==> config.mk <==
export PLATFORM = sky130hd
export DESIGN_NAME = friscv_uc_multi_flat
export DESIGN_NICKNAME = d
export VERILOG_FILES = /design/src/rtl/friscv_pkg.sv /design/src/rtl/friscv_uc_multi_if.sv /design/src/rtl/friscv_timer_dose.sv /design/src/rtl/friscv_uc_multi.sv /design/src/flat_wrapper.sv
export SDC_FILE = /design/constraint.sdc
export NUM_CORES = 1
export LEC_CHECK = 0
export ABC_CLOCK_PERIOD_IN_PS = 3000
export BUFFER_PORTS_ARGS = -buffer_cell sky130_fd_sc_hd__buf_2
export CORE_MARGIN = 5
export CORE_UTILIZATION = 56
export DETAILED_ROUTE_END_ITERATION = 16
export PLACE_DENSITY_LB_ADDON = 0.12
export SLEW_MARGIN = 25
export SYNTH_ARGS = -nofsm -noshare
export SYNTH_HDL_FRONTEND = slang
export SYNTH_HIERARCHICAL = 1
export SYNTH_SLANG_ARGS = --single-unit
==> constraint.sdc <==
create_clock -name clock -period 3 [get_ports clock]
set_input_delay 0.3 -clock clock [delete_from_list [all_inputs] [get_ports clock]]
set_output_delay 0.3 -clock clock [all_outputs]
set_load 0.01 [all_outputs]
==> src/rtl/friscv_pkg.sv <==
// Shared definitions for the Frisc-V multi-channel control unit:
// state encodings (which double as db_estado codes) and the dose counter width.
package friscv_pkg;

   localparam int CONT_W = 16;

   typedef enum logic [3:0] {
      INICIAL       = 4'b0000,
      ESPERA_ATIVAR = 4'b0001,
      BOMBA         = 4'b0010,
      FINAL         = 4'b0011,
      ABORTO        = 4'b0100,
      ESPERA_SOLTAR = 4'b0101
   } estado_t;

   localparam logic [3:0] DB_ILEGAL = 4'b1110;

endpackage

==> src/rtl/friscv_uc_multi_if.sv <==
// Button/sensor and pump-driver signal bundle of the Frisc-V control unit.
// master: front-end side (drives buttons/sensor); slave: the control unit.
interface friscv_uc_multi_if #(
   parameter int N_SUCOS = 2
);
   localparam int SEL_W = (N_SUCOS > 1) ? $clog2(N_SUCOS) : 1;

   logic                        liga_frisc;
   logic [N_SUCOS-1:0]          liga_suco;
   logic                        copo_posicionado;
   logic [N_SUCOS-1:0]          ativa_bomba;
   logic                        inicia_medida;
   logic [SEL_W-1:0]            suco_sel;
   logic                        fim_dose;
   logic                        erro_copo;
   logic [friscv_pkg::CONT_W-1:0] doses_total;
   logic [3:0]                  db_estado;

   modport master (
      output liga_frisc, liga_suco, copo_posicionado,
      input  ativa_bomba, inicia_medida, suco_sel, fim_dose, erro_copo,
             doses_total, db_estado
   );

   modport slave (
      input  liga_frisc, liga_suco, copo_posicionado,
      output ativa_bomba, inicia_medida, suco_sel, fim_dose, erro_copo,
             doses_total, db_estado
   );

endinterface

==> src/rtl/friscv_timer_dose.sv <==
// Per-dose pump-time counter. Counts cycles while enabled, holds at the limit,
// and flags expirou once DOSE_MAX_CICLOS-1 is reached.
module friscv_timer_dose #(
   parameter int DOSE_MAX_CICLOS = 50000000
) (
   input  logic clock,
   input  logic reset,
   input  logic clear,
   input  logic enable,
   output logic expirou
);
   localparam int CW = (DOSE_MAX_CICLOS > 1) ? $clog2(DOSE_MAX_CICLOS) : 1;
   localparam logic [CW-1:0] LIMITE = CW'(DOSE_MAX_CICLOS - 1);

   logic [CW-1:0] cnt;

   assign expirou = (cnt == LIMITE);

   // Cycle counter, cleared at dose start, frozen at the limit
   always_ff @(posedge clock or negedge reset) begin
      if (!reset)
         cnt <= '0;
      else if (clear)
         cnt <= '0;
      else if (enable && !expirou)
         cnt <= cnt + CW'(1);
   end

endmodule

==> src/rtl/friscv_uc_multi.sv <==
// Frisc-V juice dispenser control unit, N channels.
// Optional completed-dose counter: define FRISCV_CONTADOR_DOSES_EN.
//
//   state         | meaning
//   INICIAL       | system off, sensor disabled
//   ESPERA_ATIVAR | armed, waiting for cup + button
//   BOMBA         | pump of suco_sel running
//   FINAL         | normal dose end, fim_dose pulse
//   ABORTO        | cup removed mid-dose, erro_copo set on exit
//   ESPERA_SOLTAR | waiting for all buttons released
module friscv_uc_multi
   import friscv_pkg::*;
#(
   parameter int N_SUCOS         = 2,
   parameter int DOSE_MAX_CICLOS = 50000000
) (
   input  logic              clock,
   input  logic              reset,
   friscv_uc_multi_if.slave  bus
);
   localparam int SEL_W = (N_SUCOS > 1) ? $clog2(N_SUCOS) : 1;

   estado_t          estado;
   logic [SEL_W-1:0] suco_sel;
   logic [SEL_W-1:0] sel_menor;
   logic             erro_copo;
   logic             expirou;
   logic             inicia_dose;
   logic             vai_final;

   // Lowest pressed button wins
   always_comb begin
      sel_menor = '0;
      for (int i = N_SUCOS - 1; i >= 0; i--)
         if (bus.liga_suco[i]) sel_menor = SEL_W'(i);
   end

   assign inicia_dose = (estado == ESPERA_ATIVAR) && bus.liga_frisc &&
                        bus.copo_posicionado && (bus.liga_suco != '0);
   assign vai_final   = (estado == BOMBA) && bus.copo_posicionado &&
                        (!bus.liga_suco[suco_sel] || !bus.liga_frisc || expirou);

   friscv_timer_dose #(.DOSE_MAX_CICLOS(DOSE_MAX_CICLOS)) u_timer (
      .clock   (clock),
      .reset   (reset),
      .clear   (inicia_dose),
      .enable  (estado == BOMBA),
      .expirou (expirou)
   );

   // Main sequencing FSM with latched channel and sticky cup error
   always_ff @(posedge clock or negedge reset) begin
      if (!reset) begin
         estado    <= INICIAL;
         suco_sel  <= '0;
         erro_copo <= 1'b0;
      end else begin
         case (estado)
            INICIAL:
               if (bus.liga_frisc) estado <= ESPERA_ATIVAR;
            ESPERA_ATIVAR:
               if (!bus.liga_frisc)
                  estado <= INICIAL;
               else if (inicia_dose) begin
                  suco_sel  <= sel_menor;
                  erro_copo <= 1'b0;
                  estado    <= BOMBA;
               end
            BOMBA:
               if (!bus.copo_posicionado)
                  estado <= ABORTO;
               else if (vai_final)
                  estado <= FINAL;
            FINAL:
               estado <= ESPERA_SOLTAR;
            ABORTO: begin
               erro_copo <= 1'b1;
               estado    <= ESPERA_SOLTAR;
            end
            ESPERA_SOLTAR:
               if (!bus.liga_frisc)
                  estado <= INICIAL;
               else if (bus.liga_suco == '0)
                  estado <= ESPERA_ATIVAR;
            default:
               estado <= INICIAL;
         endcase
      end
   end

   // Debug code; anything outside the legal set reads as DB_ILEGAL
   always_comb begin
      case (estado)
         INICIAL, ESPERA_ATIVAR, BOMBA, FINAL, ABORTO, ESPERA_SOLTAR:
            bus.db_estado = estado;
         default:
            bus.db_estado = DB_ILEGAL;
      endcase
   end

   // Moore output decode from the state and channel registers
   always_comb begin
      bus.ativa_bomba = '0;
      if (estado == BOMBA) bus.ativa_bomba[suco_sel] = 1'b1;
   end

   assign bus.inicia_medida = (estado != INICIAL);
   assign bus.fim_dose      = (estado == FINAL);
   assign bus.suco_sel      = suco_sel;
   assign bus.erro_copo     = erro_copo;

`ifdef FRISCV_CONTADOR_DOSES_EN
   logic [CONT_W-1:0] doses;

   // Saturating count of normally completed doses
   always_ff @(posedge clock or negedge reset) begin
      if (!reset)
         doses <= '0;
      else if (vai_final && (doses != '1))
         doses <= doses + CONT_W'(1);
   end

   assign bus.doses_total = doses;
`else
   assign bus.doses_total = '0;
`endif

endmodule
==> src/flat_wrapper.sv <==
// flat-port wrapper written by rule: the top's interface ports become plain ports
module friscv_uc_multi_flat import friscv_pkg::*;
#(
   parameter int N_SUCOS         = 2,
   parameter int DOSE_MAX_CICLOS = 50000000
)
  (clock, reset, bus_liga_frisc, bus_liga_suco, bus_copo_posicionado, bus_ativa_bomba, bus_inicia_medida, bus_suco_sel, bus_fim_dose, bus_erro_copo, bus_doses_total, bus_db_estado);
  friscv_uc_multi_if #(.N_SUCOS(N_SUCOS)) bus_i ();
  input  logic clock;
  input  logic reset;
  input wire logic [$bits(bus_i.liga_frisc)-1:0] bus_liga_frisc;
  input wire logic [$bits(bus_i.liga_suco)-1:0] bus_liga_suco;
  input wire logic [$bits(bus_i.copo_posicionado)-1:0] bus_copo_posicionado;
  output wire logic [$bits(bus_i.ativa_bomba)-1:0] bus_ativa_bomba;
  output wire logic [$bits(bus_i.inicia_medida)-1:0] bus_inicia_medida;
  output wire logic [$bits(bus_i.suco_sel)-1:0] bus_suco_sel;
  output wire logic [$bits(bus_i.fim_dose)-1:0] bus_fim_dose;
  output wire logic [$bits(bus_i.erro_copo)-1:0] bus_erro_copo;
  output wire logic [$bits(bus_i.doses_total)-1:0] bus_doses_total;
  output wire logic [$bits(bus_i.db_estado)-1:0] bus_db_estado;
  assign bus_i.liga_frisc = bus_liga_frisc;
  assign bus_i.liga_suco = bus_liga_suco;
  assign bus_i.copo_posicionado = bus_copo_posicionado;
  assign bus_ativa_bomba = bus_i.ativa_bomba;
  assign bus_inicia_medida = bus_i.inicia_medida;
  assign bus_suco_sel = bus_i.suco_sel;
  assign bus_fim_dose = bus_i.fim_dose;
  assign bus_erro_copo = bus_i.erro_copo;
  assign bus_doses_total = bus_i.doses_total;
  assign bus_db_estado = bus_i.db_estado;
  friscv_uc_multi #(.N_SUCOS(N_SUCOS), .DOSE_MAX_CICLOS(DOSE_MAX_CICLOS)) u_core (.clock(clock), .reset(reset), .bus(bus_i));
endmodule
# Word level (Yosys, flattened, before mapping)
# Cells that the tools add are included.
# W data, S select, Z words.
[word_totals] ff_bits=32 in_bits=6 output_inout_bits=26 elab_cells=63
[op_classes] add_sub_neg=1 magnitude_cmp=2 n_eq_ne=12 mux=21 n_reduce_logical=23
[op_table] op="$mux W26" count=2
[op_table] op="$mux W4" count=8
[op_table] op="$add A26 B1 Y26 const B" count=1
[op_table] op="$eq A26 B26 Y1 const B" count=1
[op_table] op="$pmux W4 S5" count=1
[op_table] op="$ne A3 B2 Y1 const B" count=3
[op_table] op="$eq A4 B2 Y1 const B" count=2
[op_table] op="$eq A4 B3 Y1 const B" count=2
[op_table] op="$logic_and A1 B1 Y1" count=7
[op_table] op="$mux W1" count=7
[op_table] op="$reduce_and A3 Y1" count=2
[op_table] op="$reduce_bool A2 Y1" count=3
[op_table] op="$reduce_or A6 Y1" count=1
[op_table] op="$eq A4 B1 Y1 const B" count=1
[op_table] op="$logic_not A4 Y1" count=1
[op_table] op="$ne A2 B2 Y1 const B" count=2
[op_table] op="$reduce_and A4 Y1" count=1
[op_table] op="$reduce_bool A4 Y1" count=1
[op_table] op="$logic_not A1 Y1" count=3
[op_table] op="$logic_not A2 Y1" count=1
[op_table] op="$logic_or A1 B1 Y1" count=2
[op_table] op="$lt A1 B2 Y1 const B" count=1
[op_table] op="$mux W2" count=1
[op_table] op="$ne A2 B1 Y1 const B" count=1
[op_table] op="4 further kinds" count=4

# Logic depth before layout (Yosys ltp)
# Gate-level depths: netlist of run 1.
[depth] ltp_word=9 ltp_mapped=9

# Modules after synthesis
# Netlist of run 1, hierarchy kept.
[by_module_without_submodules] module="friscv_timer_dose" n_inst=1 cells_each=154 area_per_inst_um2=1416.4 seq_area_each_um2=650.6
[by_module_without_submodules] module="friscv_uc_multi" n_inst=1 cells_each=60 area_per_inst_um2=457.9 seq_area_each_um2=125.1

# Worst setup path after synthesis of run 1
# OpenSTA, ideal clock, no wires.
[synth_path] path_kind="register to register" start="register u_core.u_timer.cnt[18]" end="register u_core.u_timer.cnt[1]" setup_ps=132 t_arrival_ps=1981 required_time_ps=2868 setup_slack_ps=887 stages_incl_launch_ff=7 cell_sequence="dfrtp_1 > or4_1 > or4_4 > o21ai_2 > buf_6 > mux2i_1 > nor2_1"
[synth_via] elab_chain_len=4
[synth_lines] element="from (decl)" line="friscv_timer_dose.sv:15" source="logic [CW-1:0] cnt;"
[synth_lines] element="from (signal assigned)" line="friscv_timer_dose.sv:26" source="cnt <= cnt + CW'(1);"
[synth_lines] element="$eq A26 B26 Y1" line="friscv_timer_dose.sv:17" source="assign expirou = (cnt == LIMITE);"
[synth_lines] element="$logic_not A1 Y1" line="friscv_timer_dose.sv:25" source="else if (enable && !expirou)"
[synth_lines] element="$logic_and A1 B1 Y1" line="friscv_timer_dose.sv:25"
[synth_lines] element="$reduce_bool A2 Y1 (no line)"
# Every way passes these cells.
# A chain may end at the register's enable or synchronous reset.

# Worst setup path after layout of run 1
# Ends and elaborated chain as after synthesis.

==> summary.md, run 1 <==
| Metric | Value |
|---|---|
| Status | finished clean |
| Fraction of power spent switching nets | 0.3678 |
| Fraction of power consumed by sequential logic | 0.521 |
| Post-CTS Repair Setup Buffers | 0 |
| Via density | 5.555 |
| Arrival time of the worst setup path | 2.57 ns |
| Static leakage power | 0.9074 nW |
| Clock Pin Slew Worst Setup and Hold Paths | 0.10 ns |
| CP Capture Type | flip-flop |
| Synthesis Warnings | 6 |
| Clock network fraction of design power | 0.211 |
| Worst skew pair latency | 0.34 ns |
| Worst hold slack | 0.007391 ns |
| Switching power summed over all nets | 0.4837 mW |
| Count of H-tree levels built during CTS | 2 |
| Post-detailed-placement half-perimeter wirelength | 2867 um |
| Overall Global Routing Usage | 0.1881 |
| Sequential area share after synthesis | 0.4139 |
| Wire length of the first global-routing pass | 6403 um |
| Number of remaining DRC errors | 0 |
| Path category of the worst min-delay check | in2async |
| Highest ir drop seen on vdd | 0.3669 mV |
| Critical path start-end classification | reg2reg |
| Number of buffers created by CTS | 5 |
| Post-detailed-route wirelength per cell | 14.08 um |
| Leading register cell type out of synthesis | sky130_fd_sc_hd__dfrtp_1 |
| Final worst-path cycle share | 0.7882 |
| Setup repair after global routing missed its margin | false |
| CTS tree | yes |
| Antenna violations before repair | 0 |
| Number of DRC violations after detailed-routing iteration 0 | 123 |
| CTS sink count | 31 |
| Height of the die | 67.85 um |
| Total routed wirelength | 3857 um |
| Cts hold-fix bufs | 0 |
| Clk Tree Root Cell | sky130_fd_sc_hd__clkbuf_4 |
| Unique cell type count in the Yosys netlist | 46 |
| Max Clock Freq | 422.9 MHz |
| Syn Inst Count | 214 |
| Part of the total power dissipated in combinational logic | 0.269 |
| Data required time at the worst endpoint | 3.20 ns |
| Vias in the first global route | 1435 |
| Initial Util | 0.5707 |
| Post-route non-filler standard cell count | 274 |
| Cells resized by post-CTS repair | 0 |
| Max-cap violations | 0 |
| Number of buffers on the longest clock path | 2 |
| Area growth from synthesis to layout | 6.075% |
| Die boundary width | 67.85 um |
| Mapped cell area | 1874 sq um |
| DR pass1 iterations | 4 |
| Total power divided by cell area | 661.5 nW/um^2 |
| Core Rows | 21 |
| Leftover overflow at the end of global routing | 0 |
| Setup_tns | 0 ns |
| Remaining max-slew budget at the tightest pin | 0.4782 |
| Final setup skew | 0.008723 ns |
| Top cells by area, synth | sky130_fd_sc_hd__dfrtp_1 (41%), sky130_fd_sc_hd__buf_4 (6.4%), sky130_fd_sc_hd__nor2_1 (6.2%), sky130_fd_sc_hd__xnor2_1 (4.7%), sky130_fd_sc_hd__nand3_1 (3.7%) |
| Asr flop ratio synth | 1.000 |
| Number of enable-type register cells in the synthesized netlist | 0 |
| Maximum net fanout on the critical path | 12 |
| Number of register bits inferred by synthesis | 31 |
| Synthesized area per cell | 8.758 sq um |
| Transition at the pin with the smallest max-transition slack | 0.7769 ns |
| Post-placement cell count | 266 |
| Largest net degree at the start of global routing | 32 |
| Share of Yosys cell area claimed by the top area cell type | 0.4139 |
| Total vias in the final route | 1522 |
| Antenna cells | 0 |
| Max-slew violation count | 0 |
| RD Place Congestion | 0.8656 |
| Hold Violations, Final | 0 |
| Residual antenna-violating net count after detailed routing | 0 |
| Share of final-layout standard cells stronger than drive strength 1 | 0.1404 |
| Startpoint class of the critical path | flip-flop |
| Total I/O pin count | 32 |
| Placeable core area | 3284 sq um |
| Number of I/O port buffers | 15 |
| Total Die Area | 4604 sq um |
| Cell internal pwr | 0.8315 mW |
| Tot Pwr | 1.315 mW |
| Count of endpoints failing setup in the final report | 0 |
| Ranking of synthesized cells by instance count | sky130_fd_sc_hd__dfrtp_1 (31), sky130_fd_sc_hd__nor2_1 (31), sky130_fd_sc_hd__buf_4 (16) |
| Fin crit period | 2.365 ns |
| Largest area contributor in the netlist | sky130_fd_sc_hd__dfrtp_1 |
| Number of nets at the end of the flow | 234 |
-- registers in the layout, summed over array words and instances (netlist names) --
signal,cells
u_core/u_timer/cnt,26
u_core/estado,3
u_core/bus.erro_copo,1
u_core/bus.suco_sel,1
-- layout make-up --
cell class,instances,area [sq um]
Sequential cell,31,775.7
Fill cell,281,1296
Clock buffer,8,68.82
Multi-Input combinational cell,166,973.4
Tap cell,46,57.56
Inverter,6,22.52
Timing Repair Buffer,17,90.09
-- critical path, cell delays in order, from the launching register on --
cell and delay (ns):
sky130_fd_sc_hd__dfrtp_1 0.43, sky130_fd_sc_hd__or4_1 0.53, sky130_fd_sc_hd__or4_4 0.57, sky130_fd_sc_hd__o21ai_2 0.41
sky130_fd_sc_hd__mux2i_1 0.24, sky130_fd_sc_hd__nor2_1 0.05
-- metal layers --
metal,track usage,up-vias,share of wire
li1,-,734,-
met1,0.2165,725,0.42
met2,0.3256,57,0.49
met3,0.06568,6,0.080
met4,0.06203,0,0.013
met5,0,-,0
-- placed cells by master, fill, tap and decap left out, drive strengths merged, types with 6 or more instances in the layout --
cell type and n:
inv 6, nand2 15, xor2 8, dfrtp 31, nor2 31, buf 17, nor3 12, a21oi 7
xnor2 10, clkbuf 8, conb 16, nand3 14
-- worst paths after layout --
check	to	slack, ns	cells past startpoint	startpoint
setup / recovery	u_core/u_timer/cnt[1]$_DFFE_PN0P_	0.64	5	u_core/u_timer/cnt[18]$_DFFE_PN0P_
setup reg to reg	u_core/u_timer/cnt[1]$_DFFE_PN0P_	0.64	5	u_core/u_timer/cnt[18]$_DFFE_PN0P_
hold reg to reg	u_core/bus.erro_copo$_DFFE_PN0P_	0.53	2	u_core/bus.erro_copo$_DFFE_PN0P_
hold / removal	u_core/u_timer/cnt[9]$_DFFE_PN0P_	0.007	1	reset
max in group asynchronous	u_core/u_timer/cnt[0]$_DFFE_PN0P_	2.53	1	reset
min in group clock	u_core/bus.suco_sel$_DFFE_PN0P_	0.16	2	bus_liga_suco[0]
-- through the flow --
stage / area (sq um) / util / setup slack [ns]
finish: 1988 / 0.6053 / 0.6353
global route: 1988 / 0.6053 / 0.5033
CTS: 1988 / 0.6053 / 0.6384
detailed placement: 1919 / 0.5844 / 0.6456
global placement: 1919 / 0.5844 / 0.6924
floorplan: 1931 / - / 0.8873
-- cell families (layout without fill, tap and decap cells) --
family | Yosys count | count (layout) | synth area share
other | 1 | 16 | 0.002001
xor gates and xnor gates | 18 | 18 | 0.08411
muxes | 3 | 3 | 0.01669
DFF | 31 | 31 | 0.4139
and+or+nand+nor | 105 | 105 | 0.2917
buffers and inverters | 32 | 31 | 0.1015
adders and majority gates | 1 | 1 | 0.006675
AOI/OAI and AO/OA | 23 | 23 | 0.08344
-- power by group through the flow --
| stage | Clock (mW) | Sequential [mW] | Combinational [mW] |
|---|---|---|---|
| after floorplan | 0 | 0.642 | 0.294 |
| after global placement | 0 | 0.684 | 0.343 |
| after detailed placement | 0 | 0.691 | 0.356 |
| after CTS | 0.289 | 0.683 | 0.359 |
| after global routing | 0.309 | 0.706 | 0.400 |
| final | 0.277 | 0.685 | 0.353 |
Power figures use the tool's default switching activity.
==> run 2: changes to the inputs <==
Settings changed: ABC_AREA set to 1, ABC_CLOCK_PERIOD_IN_PS 3000 to 2200, CORE_UTILIZATION 56 to 58.
Clock period 3 ns to 2.2 ns, I/O delays scaled along.
==> run 2 against run 1 <==
Net effect: the run now ends with negative hold slack left; core utilization up 2.9 points; setup slack worse by 0.31 ns; final cell count up 64%; critical path type unchanged; power up 64%; clock power up 77%; sequential cell count unchanged; clock-buffer cell count unchanged; via count up 51%; register-to-register slack worse by 0.31 ns.
==> summary.md, run 2 <==
| Metric | Value |
|---|---|
| Startpoint class of the critical path | flip-flop |
| Highest ir drop seen on vdd | 0.6294 mV |
| Height of the die | 74.66 um |
| CP Capture Type | flip-flop |
| Number of register bits inferred by synthesis | 31 |
| Transition at the pin with the smallest max-transition slack | 0.6993 ns |
| Post-placement cell count | 440 |
| Max-cap violations | 0 |
| Setup_tns | 0 ns |
| Synthesis Warnings | 6 |
| Count of endpoints failing setup in the final report | 0 |
| Number of I/O port buffers | 15 |
| Critical Path Max Stage Delay | 0.44 ns |
| Critical path start-end classification | reg2reg |
| Top cells by area, synth | sky130_fd_sc_hd__dfrtp_1 (32%), sky130_fd_sc_hd__nand2_1 (22%), sky130_fd_sc_hd__nor2_1 (9.0%), sky130_fd_sc_hd__inv_1 (6.2%), sky130_fd_sc_hd__nand3_1 (6.0%) |
| Maximum net fanout on the critical path | 26 |
| Total vias in the final route | 2297 |
| Top cell by count, worst path | sky130_fd_sc_hd__nand2_1 |
| R2R Setup Slk | 0.33 ns |
| Final worst-path cycle share | 0.8515 |
| Cells resized by post-CTS repair | 0 |
| Worst skew pair latency | 0.28 ns |
| Count of buffer and inverter cells on the critical path | 1 |
| Number of buffers on the longest clock path | 2 |
| Total power divided by cell area | 846.3 nW/um^2 |
| Post-route non-filler standard cell count | 448 |
| Post-CTS Repair Setup Buffers | 0 |
| Tot Pwr | 2.161 mW |
| Total Die Area | 5574 sq um |
| Share of Yosys cell area claimed by the top area cell type | 0.3199 |
| Part of the total power dissipated in combinational logic | 0.377 |
| Total I/O pin count | 32 |
| Largest delay contributor family on the critical path | simple AND/OR/NAND/NOR gates |
| Setup repair after global routing missed its margin | false |
| Residual antenna-violating net count after detailed routing | 0 |
| Total routed wirelength | 5462 um |
| Unique cell type count in the Yosys netlist | 34 |
| Post-detailed-route wirelength per cell | 12.19 um |
| Asr flop ratio synth | 1.000 |
| Share of final-layout standard cells stronger than drive strength 1 | 0.1005 |
| Die boundary width | 74.66 um |
| Most frequent cells in the layout | sky130_fd_sc_hd__nand2_1 (141), sky130_fd_sc_hd__nor2_1 (58), sky130_fd_sc_hd__inv_1 (40) |
| Overall Global Routing Usage | 0.2198 |
| Fraction of power spent switching nets | 0.4182 |
| Arrival time of the worst setup path | 2.04 ns |
| Crit path cell chain | ha_1, nand2_1, inv_1, nand3_2, nor2_4, nor2_4, nor2_8, nand2_1, nand2_1 |
| Number of buffers created by CTS | 5 |
| Hold Violations, Final | 31 |
| RD Place Congestion | 0.9365 |
| Number of enable-type register cells in the synthesized netlist | 0 |
| Sequential area share after synthesis | 0.3199 |
| Worst hold slack | -0.01359 ns |
| Max Clock Freq | 533.8 MHz |
| Core Rows | 23 |
| Antenna cells | 0 |
| Vias in the first global route | 2175 |
| Largest net degree at the start of global routing | 32 |
| Number of nets at the end of the flow | 404 |
| Clk Tree Root Cell | sky130_fd_sc_hd__clkbuf_8 |
| Max-slew violation count | 0 |
| Via density | 5.127 |
| CTS tree | yes |
| Post-detailed-placement half-perimeter wirelength | 4156 um |
| Remaining max-slew budget at the tightest pin | 0.5338 |
| Slowest cell on crit path | sky130_fd_sc_hd__nor2_4 |
| Placeable core area | 4029 sq um |
| Switching power summed over all nets | 0.9038 mW |
| Clock Pin Slew Worst Setup and Hold Paths | 0.06 ns |
| Final setup skew | 0.002742 ns |
| Ranking of synthesized cells by instance count | sky130_fd_sc_hd__nand2_1 (141), sky130_fd_sc_hd__nor2_1 (58), sky130_fd_sc_hd__inv_1 (40) |
| Violated checks | negative hold slack |
| Flip-flop count of the largest register after layout | 26 |
| Static leakage power | 1.329 nW |
| Path category of the worst min-delay check | in2async |
| Fraction of power consumed by sequential logic | 0.397 |
| DR pass1 iterations | 6 |
| Syn Inst Count | 383 |
| Wire length of the first global-routing pass | 9604 um |
| Number of remaining DRC errors | 0 |
| Library cell with the highest instance count after synthesis | sky130_fd_sc_hd__nand2_1 |
| Leading register cell type out of synthesis | sky130_fd_sc_hd__dfrtp_1 |
| Leftover overflow at the end of global routing | 0 |
| Synthesized area per cell | 6.331 sq um |
| Count of H-tree levels built during CTS | 2 |
| Register with the most flip-flops | u_core/u_timer/cnt |
| Status | finished with violations |
| Cts hold-fix bufs | 0 |
| Area growth from synthesis to layout | 5.315% |
| Mapped cell area | 2425 sq um |
| Cell internal pwr | 1.257 mW |
| Leading cell type in the layout, fill and taps excluded | sky130_fd_sc_hd__nand2_1 |
| CTS sink count | 31 |
| Initial Util | 0.6019 |
| Largest area contributor in the netlist | sky130_fd_sc_hd__dfrtp_1 |
| Largest registers | u_core/u_timer/cnt x26, u_core/estado x3 |
| Data required time at the worst endpoint | 2.37 ns |
| Number of DRC violations after detailed-routing iteration 0 | 164 |
| Antenna violations before repair | 0 |
| Worst slack at placement | 0.3761 ns |
| Clock network fraction of design power | 0.226 |
| Worst setup margin | 0.3266 ns |
| Fin crit period | 1.873 ns |
[run 2: cell types whose count changed after synthesis, sizes merged, moves of 9 or more]
cell	before	now
inv	6	43
nand2	15	142
nand3	14	31
nand4	3	14
nor2	31	65
nor3	12	3
xnor2	10	1
[run 2: final cells by class]
| cell class | count | area [sq um] |
|---|---|---|
| fillers | 388 | 1475 |
| multi-input cells | 298 | 1360 |
| flip-flops and latches | 31 | 775.7 |
| inverters | 44 | 165.2 |
| clock buffers | 8 | 100.1 |
| repair buffers | 17 | 90.09 |
| well taps | 50 | 62.56 |
[run 2: logic make-up (layout without fill, tap and decap cells)]
kind of cell             count (synthesis)  after routing  synth area share
buffers and inverters                   69             69            0.1424
AO/OA/AOI/OAI                           18             18           0.04747
AND/OR/NAND/NOR                        259            259            0.4690
adder cells (fa/ha/maj)                  1              1          0.005159
other                                    1             16          0.001547
XOR/XNOR                                 4              4           0.01445
flip-flops                              31             31            0.3199
[run 2: per-stage QoR]
stage	cell area, sq um	utilization
finish	2554	0.6339
CTS	2554	0.6339
floorplan	2481	-
global placement	2454	0.6090
global route	2554	0.6339
detailed placement	2454	0.6090
[run 2: power by group through the flow]
stage               Combinational, mW  Sequential (mW)  Clock, mW
global placement                0.782            0.859          0
global route                    0.937            0.884      0.538
floorplan                       0.689            0.820          0
detailed placement              0.809            0.863          0
finish                          0.815            0.858      0.489
CTS                             0.814            0.855      0.503
[run 2: final timing paths]
| kind | start | end | cells after the start |
|---|---|---|---|
| worst max-delay path | u_core/u_timer/cnt[0]$_DFFE_PN0P_ | u_core/u_timer/cnt[6]$_DFFE_PN0P_ | 9 |
| worst min register to register | u_core/u_timer/cnt[3]$_DFFE_PN0P_ | u_core/u_timer/cnt[3]$_DFFE_PN0P_ | 2 |
| min in group clock | bus_liga_suco[0] | u_core/bus.suco_sel$_DFFE_PN0P_ | 2 |
| max in group asynchronous | reset | u_core/u_timer/cnt[10]$_DFFE_PN0P_ | 1 |
| worst min-delay path | reset | u_core/u_timer/cnt[13]$_DFFE_PN0P_ | 1 |
| worst max register to register | u_core/u_timer/cnt[0]$_DFFE_PN0P_ | u_core/u_timer/cnt[6]$_DFFE_PN0P_ | 9 |
[run 2: routing by layer]
metal	track usage	share of wire
met1	0.2949	0.47
met5	0	0
met3	0.04940	0.070
met4	0.06719	0.0073
met2	0.3551	0.45
[run 2: worst reg2reg max path, delay by kind of cell (launching register included)]
family,cells,cell delay [ns]
flops,1,0.42
simple gates,7,1.03
fa+ha+maj,1,0.22
buf+inv,1,0.10
